[src/rtl/alu_share_arbiter.sv]
// alu_share_arbiter: shares one external combinational ALU between two requesters.
//
// Round-robin arbitration in IDLE. The granted operands are registered onto alu_*,
// so the ALU sees stable inputs for the whole ISSUE cycle. The result and zero flag
// are captured into rsp_* at the end of ISSUE and returned with the requester ID
// under a valid/ready handshake. NZCV is updated only when the ALU asks for it.
//
// Configuration macro:
//   ALU_ARB_FIXED_PRIO_EN  defined: req0 always wins ties (req1 may starve).
//                          undefined (default): round-robin using last_grant.
//
// Ports:
//   clk, reset_n                 clock, asynchronous active-low reset
//   reqX_valid/ready/a/b/ctrl    X=0,1 request channels (ctrl passed through)
//   alu_a, alu_b, alu_ctrl       registered operands to the ALU
//   alu_result, alu_zero,
//   alu_negative, alu_carry,
//   alu_overflow, alu_write_flags  results and flags from the ALU
//   rsp_valid/ready/id/result/zero response channel
//   nzcv                         architectural flags {N,Z,C,V}
module alu_share_arbiter #(
    parameter int unsigned N = 64
) (
    input  logic         clk,
    input  logic         reset_n,
    input  logic         req0_valid,
    output logic         req0_ready,
    input  logic [N-1:0] req0_a,
    input  logic [N-1:0] req0_b,
    input  logic [3:0]   req0_ctrl,
    input  logic         req1_valid,
    output logic         req1_ready,
    input  logic [N-1:0] req1_a,
    input  logic [N-1:0] req1_b,
    input  logic [3:0]   req1_ctrl,
    output logic [N-1:0] alu_a,
    output logic [N-1:0] alu_b,
    output logic [3:0]   alu_ctrl,
    input  logic [N-1:0] alu_result,
    input  logic         alu_zero,
    input  logic         alu_negative,
    input  logic         alu_carry,
    input  logic         alu_overflow,
    input  logic         alu_write_flags,
    output logic         rsp_valid,
    input  logic         rsp_ready,
    output logic         rsp_id,
    output logic [N-1:0] rsp_result,
    output logic         rsp_zero,
    output logic [3:0]   nzcv
);

    typedef enum logic [1:0] {StIdle, StIssue, StResp} state_e;

    state_e       state_q, state_d;
    logic         grant1;
    logic         accept;
    logic [N-1:0] alu_a_q, alu_b_q;
    logic [3:0]   alu_ctrl_q;
    logic         id_q;
    logic [N-1:0] rsp_result_q;
    logic         rsp_zero_q;
    logic [3:0]   nzcv_q;
`ifndef ALU_ARB_FIXED_PRIO_EN
    logic         last_grant_q;
`endif

    // grant1=1 selects req1; only meaningful when at least one requester is valid.
    always_comb begin
        grant1 = 1'b0;
`ifdef ALU_ARB_FIXED_PRIO_EN
        grant1 = req1_valid & ~req0_valid;
`else
        if (req0_valid && req1_valid) begin
            grant1 = ~last_grant_q;
        end else begin
            grant1 = req1_valid;
        end
`endif
    end

    always_comb begin
        state_d    = state_q;
        req0_ready = 1'b0;
        req1_ready = 1'b0;
        accept     = 1'b0;
        unique case (state_q)
            StIdle: begin
                req0_ready = req0_valid & ~grant1;
                req1_ready = grant1;
                accept     = req0_valid | req1_valid;
                if (accept) begin
                    state_d = StIssue;
                end
            end
            StIssue: state_d = StResp;
            // No accept here even on the handshake cycle; IDLE must be re-entered first.
            StResp: begin
                if (rsp_ready) begin
                    state_d = StIdle;
                end
            end
            default: state_d = StIdle;
        endcase
    end

    always_ff @(posedge clk or negedge reset_n) begin
        if (!reset_n) begin
            state_q      <= StIdle;
            alu_a_q      <= '0;
            alu_b_q      <= '0;
            alu_ctrl_q   <= '0;
            id_q         <= 1'b0;
            rsp_result_q <= '0;
            rsp_zero_q   <= 1'b0;
            nzcv_q       <= '0;
        end else begin
            state_q <= state_d;
            // alu_* keep their last values outside ISSUE to avoid needless toggling.
            if (accept) begin
                alu_a_q    <= grant1 ? req1_a : req0_a;
                alu_b_q    <= grant1 ? req1_b : req0_b;
                alu_ctrl_q <= grant1 ? req1_ctrl : req0_ctrl;
                id_q       <= grant1;
            end
            if (state_q == StIssue) begin
                rsp_result_q <= alu_result;
                rsp_zero_q   <= alu_zero;
                if (alu_write_flags) begin
                    nzcv_q <= {alu_negative, (alu_result == '0), alu_carry, alu_overflow};
                end
            end
        end
    end

`ifndef ALU_ARB_FIXED_PRIO_EN
    // Reset to 1 so req0 wins the first tie.
    always_ff @(posedge clk or negedge reset_n) begin
        if (!reset_n) begin
            last_grant_q <= 1'b1;
        end else if (accept) begin
            last_grant_q <= grant1;
        end
    end
`endif

    assign alu_a      = alu_a_q;
    assign alu_b      = alu_b_q;
    assign alu_ctrl   = alu_ctrl_q;
    assign rsp_valid  = (state_q == StResp);
    assign rsp_id     = id_q;
    assign rsp_result = rsp_result_q;
    assign rsp_zero   = rsp_zero_q;
    assign nzcv       = nzcv_q;

endmodule

[config.mk]
export PLATFORM = sky130hd
export DESIGN_NAME = alu_share_arbiter
export DESIGN_NICKNAME = d
export VERILOG_FILES = /design/src/rtl/alu_share_arbiter.sv
export SDC_FILE = /design/constraint.sdc
export NUM_CORES = 1
export LEC_CHECK = 0
export CORE_AREA = 2 2 209 211
export DETAILED_ROUTE_END_ITERATION = 10
export DIE_AREA = 0 0 211 213
export GPL_TIMING_DRIVEN = 0
export PLACE_DENSITY_LB_ADDON = 0.2
export SYNTH_ARGS = -nofsm -noshare
export SYNTH_HDL_FRONTEND = slang
export SYNTH_SLANG_ARGS = --single-unit
[constraint.sdc]
create_clock -name clk -period 4.9 [get_ports clk]
set_clock_uncertainty 0.15 [all_clocks]
set_input_delay 0.49 -clock clk [delete_from_list [all_inputs] [get_ports clk]]
set_output_delay 0.49 -clock clk [all_outputs]
set_load 0.02 [all_outputs]
==> reports/results.tsv, run 1 <==
stage	metric	value	unit
run_status	status	complete, no violations	
worst_setup_path	worst-endpoint-arrival	2720	ps
cts	cts_buffer_depth	3	
routing	highest_layer	met4	
place	placed_cell_area	0.0150	mm^2
final_layout	final_nets	1813	
global_routing	track_usage	0.170	
yosys	synth.top_cells.by_count	nand2_1 (266), dfrtp_1 (204), a31oi_1 (132), nor2_1 (132), mux2_2 (68)	
min_path	min_path_type	flip-flop to flip-flop	
power_and_ir_drop	leakage	6.45	nW
floorplan	core_area	0.0427	mm^2
timing	max_freq	298	MHz
worst_setup_path	cp_num_buf_inv	3	
power_and_ir_drop	clkPwrFrac	0.173	
floorplan	dieArea	0.0449	mm^2
yosys	yosysWarnings	0	
worst_setup_path	reg2reg_depth	6	
yosys	async_flop_share	1.00	
yosys	synth_fp_nets	1242	
worst_setup_path	crit_type	flip-flop to output port	
worst_setup_path	path_cells	nand2_1, nand2_2, buf_4, buf_2, and3_1, clkdlybuf4s50_1	
cts	clk_pin_slew	60	ps
worst_setup_path	startpoint_type	flip-flop	
yosys	ys_top_cells_by_area	dfrtp_1 (58%), nand2_1 (11%), a31oi_1 (9.3%)	
timing	worst_pin_slew	826	ps
floorplan	start_util	0.207	
power_and_ir_drop	p_comb_frac	0.529	
power_and_ir_drop	p_seq_frac	0.297	
timing	fin_hold_ws	341	ps
power_and_ir_drop	power.density	651	mW/mm^2
global_routing	grt_max_degree	108	
global_routing	antenna_found_initial	1	
final_layout	syn_to_final_growth	78.1	%
cts	cts_sinks	205	
worst_setup_path	max_stage_delay	640	ps
floorplan	die-height	213	um
run	drv_cap	0	
cts	cts_buffers	25	
timing	setup_viol	0	
yosys	postSynthCellCount	904	
worst_setup_path	crit_family	buffers and inverters	
final_layout	design_area	0.0158	mm^2
routing	drt_iter0_drc	441	
min_path	whs_path_depth	1	
worst_setup_path	cp.required	4260	ps
place	dp_hpwl	31.1	mm
routing	post_drt_wl_per_cell	19.7	um
cts	cts_setup_buffers	0	
power_and_ir_drop	p_int	0.00618	W
worst_setup_path	r2r-end	alu_b[36]	
yosys	synth_area	0.00885	mm^2
floorplan	die_x	211	um
cts	cts_tree	built	
routing	met2_length	19.5	mm
cts	cts_root_buf	clkbuf_16	
power_and_ir_drop	ir_drop	0.251	mV
yosys	netlist-cell-type-count	26	
yosys	synth_seq_cells	205	
final_layout	fill_cells	4365	
place	gp_congestion	0.875	
cts	clkLatencyLatePin	530	ps
worst_setup_path	end_kind	output port	
worst_setup_path	crit_start	last_grant_q	
timing	setup_ws	1540	ps
timing	finalCritPeriodShare	0.685	
timing	slew_violations	0	
global_routing	grt_pass1_wl	58.0	mm
final_layout	drive_above_1_share	0.110	
worst_setup_path	cpMaxStageDelayCell	clkdlybuf4s50_1	
routing	firstDrtPassIters	5	
yosys	synthFlopType	dfrtp_1	
min_path	hold_start	rsp_id	
yosys	synth_edf_count	0	
place	place_inst	1993	
timing	hold_viol	0	
routing	routed_via_density	4.36	
yosys	post-synth-top-area-cell	dfrtp_1	
timing	period_needed	3360	ps
floorplan	pin_count	543	
power_and_ir_drop	p_sw_frac	0.398	
worst_setup_path	path_max_fanout	10	
routing	postRouteAntennaNets	0	
final_layout	final_util	0.369	
yosys	yosysMostFrequentCell	nand2_1	
global_routing	grt_pass1_vias	9250	
global_routing	grt_overflow	0	
routing	dr_wl_met3	3.81	mm
place	place_ws	1490	ps
timing	slew_headroom	0.449	
power_and_ir_drop	p_switching	0.00409	W
final_layout	instances_no_fill	2035	
routing	wirelength	40.0	mm
cts	cts_max_level	1	
yosys	yosysTopAreaCellShare	0.577	
yosys	syn_area_per_cell	9.79	um^2
timing	rsz0062_at_grt	false	
place	portBuffers	542	
routing	drc	0	
floorplan	rows	76	
worst_setup_path	r2r_slack	2890	ps
routing	met1_length	15.7	mm
yosys	ys_seq_area_frac	0.580	
min_path	min_to	rsp_id	
routing	vias	8882	
worst_setup_path	r2r_start	state_q[1]	
[final cells by class]
class | count | area [um^2] | share of cell area
repair buffers | 544 | 5470 | 0.347
well taps | 546 | 683 | 0.0433
diodes | 2 | 5.00 | 0.000317
plain buffers | 65 | 407 | 0.0258
clock inverters | 3 | 40.0 | 0.00254
multi-input cells | 632 | 3310 | 0.210
flip-flops and latches | 205 | 5130 | 0.326
inverters | 2 | 7.51 | 0.000476
clock buffers | 36 | 717 | 0.0455
[worst max-delay path by stage]
stage	cells after the start	to	slack (ps)
floorplan	4	req1_ready	2880
global placement	1	alu_b[10]	-6410
detailed placement	6	req1_ready	1490
CTS	6	req0_ready	1460
global route	6	req0_ready	1370
finish	6	req0_ready	1540
[kinds of logic (layout without fill, tap and decap cells)]
kind of cell / Yosys count / count (layout) / synth area share
DFF: 205 / 205 / 0.580
and+or+nand+nor: 427 / 427 / 0.189
other: 0 / 2 / 0
muxes: 68 / 68 / 0.0865
AOI/OAI and AO/OA: 137 / 137 / 0.0975
buffers and inverters: 67 / 650 / 0.0468
[layout by cell type (no fill, tap or decap), drive strengths merged, types with 3 or more instances in the layout]
master         netlist  layout
a31oi              132     132
buf                 55      57
nor4                15      15
mux2                68      68
clkbuf              10      46
clkdlybuf4s50        0     541
nor2               133     133
nand2              267     267
nand4                3       3
dfrtp              204     204
[stage by stage]
step                      total power [W]  setup TNS [ps]
after floorplan                   0.00573               0
after global placement            0.00856        -1303390
after detailed placement          0.00858               0
after CTS                          0.0104               0
after global routing               0.0109               0
final                              0.0103               0
[worst register-to-register path, cell delays in order (launching register included)]
cell and delay [ps]:
dfrtp_1 480, nor2_2 200, o21ai_2 100, inv_2 80, buf_4 200, clkbuf_1 480, a31oi_1 160
[sequential cells by signal, indices dropped and copies added, names as in the netlist]
name	flops
rsp_result	64
state_q	2
nzcv	4
alu_a	64
alu_ctrl	4
rsp_id	1
alu_b	64
last_grant_q	1
rsp_zero	1
[power by group through the flow]
| stage | sequential [W] | clock, W | combinational (W) |
|---|---|---|---|
| floorplan | 0.00406 | 0 | 0.00167 |
| global placement | 0.00305 | 0 | 0.00551 |
| detailed placement | 0.00307 | 0 | 0.00551 |
| CTS | 0.00306 | 0.00185 | 0.00552 |
| global route | 0.00317 | 0.00191 | 0.00582 |
| finish | 0.00305 | 0.00178 | 0.00543 |
[repair_timing]
action                    CTS  global route
gates resized for setup     0             0
hold buffers                1             0
hold endpoints to repair   97             0
[routing by layer]
metal | track usage | up-vias
li1 | - | 4212
met1 | 0.199 | 4219
met2 | 0.295 | 392
met3 | 0.0596 | 59
met4 | 0.0488 | 0
met5 | 0 | -
No activity file was read; power rests on OpenSTA's default activity.
==> run 2: changes to the inputs <==
==> constraint.sdc (replaced) <==
create_clock -name clk -period 3.1 [get_ports clk]
set_clock_uncertainty 0.15 [all_clocks]
set_input_delay 0.31 -clock clk [delete_from_list [all_inputs] [get_ports clk]]
set_output_delay 0.31 -clock clk [all_outputs]
set_load 0.02 [all_outputs]
==> run 2 against run 1 <==
  * Global-route usage is the same
  * Via count grew 0.10%
  * Critical path depth shrank 1
  * First-iteration DRC count grew 9.3%
  * Critical endpoint is now req1_ready
  * Largest cell class unchanged
==> reports/results.tsv, run 2 (synthesis gave the netlist of run 1 again) <==
stage	metric	value	unit	change
power_and_ir_drop	p_switching	0.00647	W	+58%
power_and_ir_drop	p_seq_frac	0.297		about the same
timing	slew_headroom	0.449		about the same
cts	cts_tree	built		
global_routing	track_usage	0.170		unchanged
floorplan	pin_count	543		unchanged
global_routing	grt_overflow	0		unchanged
final_layout	final_common_cell	clkdlybuf4s50_1		
cts	cts_setup_buffers	0		unchanged
cts	clkLatencyLatePin	530	ps	about the same
min_path	min_path_type	primary input to flip-flop		
worst_setup_path	end_kind	output port		
cts	cts_sinks	205		unchanged
run	drv_cap	0		unchanged
worst_setup_path	r2r-end	alu_b[36]		
final_layout	final_util	0.369		about the same
timing	hold_viol	0		unchanged
timing	max_freq	349	MHz	
routing	vias	8891		+0.10%
final_layout	drive_above_1_share	0.110		+0.000672
power_and_ir_drop	power.density	1030	mW/mm^2	+58%
final_layout	fill_cells	4362		-0.069%
power_and_ir_drop	clkPwrFrac	0.173		about the same
final_layout	syn_to_final_growth	78.2	%	about the same
timing	finalCritPeriodShare	0.924		
cts	cts_root_buf	clkbuf_16		
worst_setup_path	crit_type	flip-flop to output port		
worst_setup_path	r2r_start	state_q[1]		
power_and_ir_drop	ir_drop	0.397	mV	+58%
cts	cts_buffers	25		unchanged
global_routing	grt_max_degree	108		unchanged
global_routing	antenna_found_initial	1		unchanged
cts	cts_max_level	1		unchanged
worst_setup_path	path_max_fanout	10		unchanged
timing	setup_ws	235	ps	-1310 ps
routing	routed_via_density	4.37		+0.15%
worst_setup_path	startpoint_type	flip-flop		
power_and_ir_drop	p_comb_frac	0.529		about the same
worst_setup_path	cp.required	2640	ps	-1620 ps
worst_setup_path	worst-endpoint-arrival	2400	ps	-320 ps
power_and_ir_drop	p_sw_frac	0.398		about the same
power_and_ir_drop	leakage	6.46	nW	+0.13%
worst_setup_path	r2r_slack	1080	ps	-1810 ps
final_layout	final_cell_mix	clkdlybuf4s50_1 (540), nand2_1 (266), dfrtp_1 (204), nor2_1 (132), a31oi_1 (132)		
timing	slew_violations	0		unchanged
floorplan	die-height	213	um	unchanged
final_layout	regArea	0.00513	mm^2	unchanged
routing	post_drt_wl_per_cell	19.7	um	+0.22%
final_layout	final_nets	1813		unchanged
cts	clk_pin_slew	60	ps	about the same
cts	cts_buffer_depth	3		unchanged
timing	setup_viol	0		unchanged
place	portBuffers	542		unchanged
routing	drc	0		unchanged
min_path	hold_start	req1_b[60]		
min_path	whs_path_depth	3		+2
timing	rsz0062_at_grt	false		
routing	firstDrtPassIters	5		unchanged
worst_setup_path	reg2reg_depth	6		unchanged
floorplan	start_util	0.207		unchanged
run_status	status	complete, no violations		
place	dp_hpwl	31.1	mm	unchanged
timing	fin_hold_ws	184	ps	-157 ps
routing	postRouteAntennaNets	0		unchanged
routing	drt_iter0_drc	482		+9.3%
floorplan	core_area	0.0427	mm^2	unchanged
global_routing	grt_pass1_vias	9253		+0.032%
floorplan	rows	76		unchanged
final_layout	multi_input_area	0.00332	mm^2	+0.30%
floorplan	dieArea	0.0449	mm^2	unchanged
floorplan	die_x	211	um	unchanged
global_routing	grt_pass1_wl	58.0	mm	unchanged
place	place_ws	54.2	ps	-1440 ps
routing	wirelength	40.1	mm	+0.17%
timing	period_needed	2860	ps	
place	gp_congestion	0.875		unchanged
min_path	min_to	alu_b[60]		
power_and_ir_drop	p_int	0.00977	W	+58%
timing	worst_pin_slew	826	ps	+0.0767 ps
power_and_ir_drop	p_total	0.0162	W	+58%
[run 2: changes by cell type in the layout (fill, tap and decap cells not counted), sizes merged]
cell / before / now
clkdlybuf4s50: 541 / 540
diode: 2 / 1
dlygate4sd2: 0 / 1
[run 2: worst max-delay path by stage]
stage                       startpoint    endpoint  slack, ps  cells past startpoint
after CTS                 last_grant_q  req1_ready          3                      5
after global placement         reset_n   alu_b[10]      -8030                      1
after global routing      last_grant_q  req0_ready        100                      6
after floorplan           last_grant_q  req0_ready       1360                      5
final                     last_grant_q  req1_ready        240                      5
after detailed placement    req0_valid  req1_ready         50                      6
[run 2: area by class of cell]
| cell class | count | share of cell area |
|---|---|---|
| Antenna cell | 1 | 0.000159 |
| Buffer | 65 | 0.0258 |
| Clock buffer | 36 | 0.0455 |
| Clock inverter | 3 | 0.00254 |
| Inverter | 2 | 0.000476 |
| Multi-Input combinational cell | 632 | 0.210 |
| Sequential cell | 205 | 0.325 |
| Tap cell | 546 | 0.0433 |
| Timing Repair Buffer | 544 | 0.347 |
[run 2: routing by layer]
metal	part of all wire	vias to the layer above	global-route usage
li1	-	4214	-
met1	0.40	4231	0.199
met2	0.48	387	0.295
met3	0.094	59	0.0596
met4	0.025	0	0.0488
met5	0	-	0
[run 2: per-stage QoR]
| step | area (um^2) | instances | setup TNS, ps |
|---|---|---|---|
| floorplan | 8850 | 904 | 0 |
| global placement | 15000 | 1992 | -1635490 |
| detailed placement | 15000 | 1993 | 0 |
| CTS | 15800 | 2033 | 0 |
| global route | 15800 | 2034 | 0 |
| finish | 15800 | 2034 | 0 |
[run 2: timing repair]
action                     in CTS  in global routing
hold endpoints to repair       97                  0
hold buffers                    1                  0
resized for setup               2                  1
setup endpoints to repair       2                  1
[run 2: critical path, cell delays in order (launching register included)]
cell and delay [ps]:
dfstp_2 370, nand2_1 100, nand2_4 130, buf_4 230
nor3_2 270, clkdlybuf4s50_1 760
[run 2: power groups by stage]
stage	combinational (W)	clock [W]	sequential, W
floorplan	0.00264	0	0.00641
global placement	0.00871	0	0.00482
detailed placement	0.00870	0	0.00485
CTS	0.00872	0.00292	0.00483
global route	0.00920	0.00302	0.00501
finish	0.00860	0.00282	0.00483
==> run 3: changes to the inputs <==
--- a/config.mk
+++ b/config.mk
@@ -5,9 +5,11 @@
 export SDC_FILE = /design/constraint.sdc
 export NUM_CORES = 1
 export LEC_CHECK = 0
-export CORE_AREA = 2 2 209 211
+export CELL_PAD_IN_SITES_DETAIL_PLACEMENT = 0
+export CELL_PAD_IN_SITES_GLOBAL_PLACEMENT = 1
+export CORE_AREA = 2 2 213 215
 export DETAILED_ROUTE_END_ITERATION = 10
-export DIE_AREA = 0 0 211 213
+export DIE_AREA = 0 0 215 217
 export GPL_TIMING_DRIVEN = 0
 export PLACE_DENSITY_LB_ADDON = 0.2
 export SYNTH_ARGS = -nofsm -noshare
==> constraint.sdc (replaced) <==
create_clock -name clk -period 2.3 [get_ports clk]
set_clock_uncertainty 0.15 [all_clocks]
set_input_delay 0.23 -clock clk [delete_from_list [all_inputs] [get_ports clk]]
set_output_delay 0.23 -clock clk [all_outputs]
set_load 0.02 [all_outputs]
==> run 3 against run 2 <==
  * Sequential share of layout area decreased by 0.44 points
  * Power grew 37%
  * Design area grew 1.4%
  * Die area rose by 3.8%
  * Cell count increased by 3.3%
  * First-iteration DRC count is 20% lower
  * Critical path depth unchanged
  * Sequential power rose by 35%
  * Non-clock buffer count increased by 3
  * Clock power is 47% higher
  * Setup slack got worse by 100 ps
  * Largest power group unchanged
==> reports/results.tsv, run 3 (synthesis gave the netlist of run 1 again) <==
stage	metric	value	unit	change
run_status	status	complete, no violations		
worst_setup_path	crit_type	flip-flop to output port		
final_layout	fill_cells	4645		+6.5%
routing	drt_iter0_drc	388		-20%
cts	clkLatencyLatePin	550	ps	+20 ps
power_and_ir_drop	ir_drop	0.496	mV	+25%
cts	cts_tree	built		
timing	finalCritPeriodShare	0.943		
cts	cts_buffers	27		+8.0%
place	gp_congestion	0.835		-4.6%
final_layout	multi_input_area	0.00332	mm^2	+0.19%
worst_setup_path	r2r_slack	320	ps	-760 ps
floorplan	die_x	215	um	+1.9%
worst_setup_path	cpMaxStageDelayCell	dfstp_2		
timing	setup_viol	0		unchanged
power_and_ir_drop	power.density	1390	mW/mm^2	+35%
place	dp_hpwl	32.9	mm	+5.6%
final_layout	instances_no_fill	2101		+3.3%
final_layout	design_area	0.0160	mm^2	+1.4%
floorplan	dieArea	0.0467	mm^2	+3.8%
worst_setup_path	crit_family	flip-flops		
floorplan	start_util	0.198		-0.00928
routing	firstDrtPassIters	5		unchanged
worst_setup_path	r2r_start	state_q[0]		
timing	max_freq	461	MHz	
floorplan	core_area	0.0447	mm^2	+4.7%
final_layout	final_cell_mix	clkdlybuf4s50_1 (538), nand2_1 (265), dfrtp_1 (204), nor2_1 (132), a31oi_1 (132)		
routing	postRouteAntennaNets	0		unchanged
min_path	min_path_type	primary input to flip-flop		
worst_setup_path	end_kind	output port		
worst_setup_path	path_max_fanout	10		unchanged
timing	fin_hold_ws	83.7	ps	-101 ps
global_routing	grt_overflow	0		unchanged
routing	post_drt_wl_per_cell	20.3	um	+2.9%
cts	clk_pin_slew	60	ps	about the same
worst_setup_path	worst-endpoint-arrival	1790	ps	-610 ps
worst_setup_path	max_stage_delay	530	ps	-230 ps
timing	period_needed	2170	ps	
final_layout	final_common_cell	clkdlybuf4s50_1		
floorplan	rows	78		+2.6%
final_layout	final_nets	1818		+0.28%
worst_setup_path	startpoint_type	flip-flop		
global_routing	antenna_found_initial	5		+4
final_layout	drive_above_1_share	0.118		+0.00771
timing	hold_viol	0		unchanged
final_layout	syn_to_final_growth	80.6	%	
power_and_ir_drop	leakage	6.54	nW	+1.2%
cts	cts_buffer_depth	3		unchanged
timing	slew_headroom	0.392		-0.0568
worst_setup_path	crit_cells	5		unchanged
routing	drc	0		unchanged
timing	slew_violations	0		unchanged
cts	cts_sinks	205		unchanged
timing	finalSetupTns	0	ps	unchanged
global_routing	grt_max_degree	95		-12%
worst_setup_path	cp_num_buf_inv	2		unchanged
cts	cts_root_buf	clkbuf_16		
run	drv_cap	0		unchanged
worst_setup_path	cp.required	1920	ps	-720 ps
floorplan	pin_count	543		unchanged
place	placed_cell_area	0.0151	mm^2	+0.63%
floorplan	die-height	217	um	+1.9%
worst_setup_path	critPathCapture	req0_ready		
global_routing	track_usage	0.176		+0.00576
cts	cts_max_level	1		unchanged
routing	wirelength	42.6	mm	+6.3%
final_layout	regArea	0.00513	mm^2	unchanged
routing	routed_via_density	4.25		-2.8%
worst_setup_path	reg2reg_depth	6		unchanged
global_routing	grt_pass1_vias	9411		+1.7%
routing	vias	8931		+0.45%
worst_setup_path	r2r-end	alu_b[37]		
worst_setup_path	path_cells	nand2_2, nand2_8, buf_4, and3_1, clkbuf_4		
worst_setup_path	crit_start	last_grant_q		
place	portBuffers	542		unchanged
timing	worst_pin_slew	908	ps	+82.1 ps
global_routing	grt_pass1_wl	62.2	mm	+7.3%
place	place_inst	2048		+2.8%
timing	rsz0062_at_grt	false		
## run 3: cell types whose count changed in the layout (fill, tap and decap cells not counted), moves of 2 or more
cell,delta
clkbuf_16,+2
buf_4,+2
clkdlybuf4s50_1,-2
clkinv_2,+4
## run 3: through the flow
stage | utilization | total power, W | setup slack, ps
2_1_floorplan | - | 0.0122 | 641
3_3_place_gp | 0.336 | 0.0183 | -9170
3_5_place_dp | 0.338 | 0.0184 | -577
4_1_cts | 0.358 | 0.0227 | 4.29
5_1_grt | 0.358 | 0.0236 | 2.49
6_report | 0.358 | 0.0223 | 132
## run 3: where the power goes
group | total (W) | internal, W | leakage (nW) | switching, W
clock | 0.00415 | 0.00246 | 0.426 | 0.00169
sequential | 0.00651 | 0.00548 | 2.33 | 0.00103
combinational | 0.0116 | 0.00545 | 3.78 | 0.00615
## run 3: per-layer routing
metal,vias up,routed length [um],global-route usage
li1,4232,-,-
met1,4245,16600,0.201
met2,398,20900,0.311
met3,48,4320,0.0727
met4,8,743,0.0313
met5,-,55,0
## run 3: timing repair
action | 4_1_cts | 5_1_grt
endpoints found under the setup margin | 3 | 2
endpoints found under the hold margin | 204 | 0
pin swaps | 1 | 0
gates cloned | 0 | 0
buffers inserted | 2 | 0
resized for setup | 11 | 4
hold buffers | 2 | 0
## run 3: how the worst min path moves through the flow
| stage | from | end | slack [ps] | cells past startpoint |
|---|---|---|---|---|
| after global routing | req1_b[59] | alu_b[59] | 60 | 3 |
| after CTS | req0_a[3] | alu_a[3] | 40 | 3 |
| final | req0_b[22] | alu_b[22] | 80 | 3 |
| after detailed placement | reset_n | rsp_result[36] | -70 | 1 |
| after floorplan | reset_n | alu_a[0] | -220 | 0 |
| after global placement | rsp_result[27] | rsp_result[27] | 340 | 1 |
## run 3: final cells by class
type	count	share of cell area
Sequential cell	205	0.321
Multi-Input combinational cell	632	0.208
Buffer	64	0.0251
Inverter	2	0.000470
Timing Repair Buffer	548	0.345
Clock buffer	40	0.0491
Antenna cell	1	0.000157
Tap cell	600	0.0470
Clock inverter	9	0.00477
## run 3: tightest hold or removal path, stage by stage
cell             delay (ps)
clkdlybuf4s50_1         390
nand2_1                  50
a31oi_1                  70
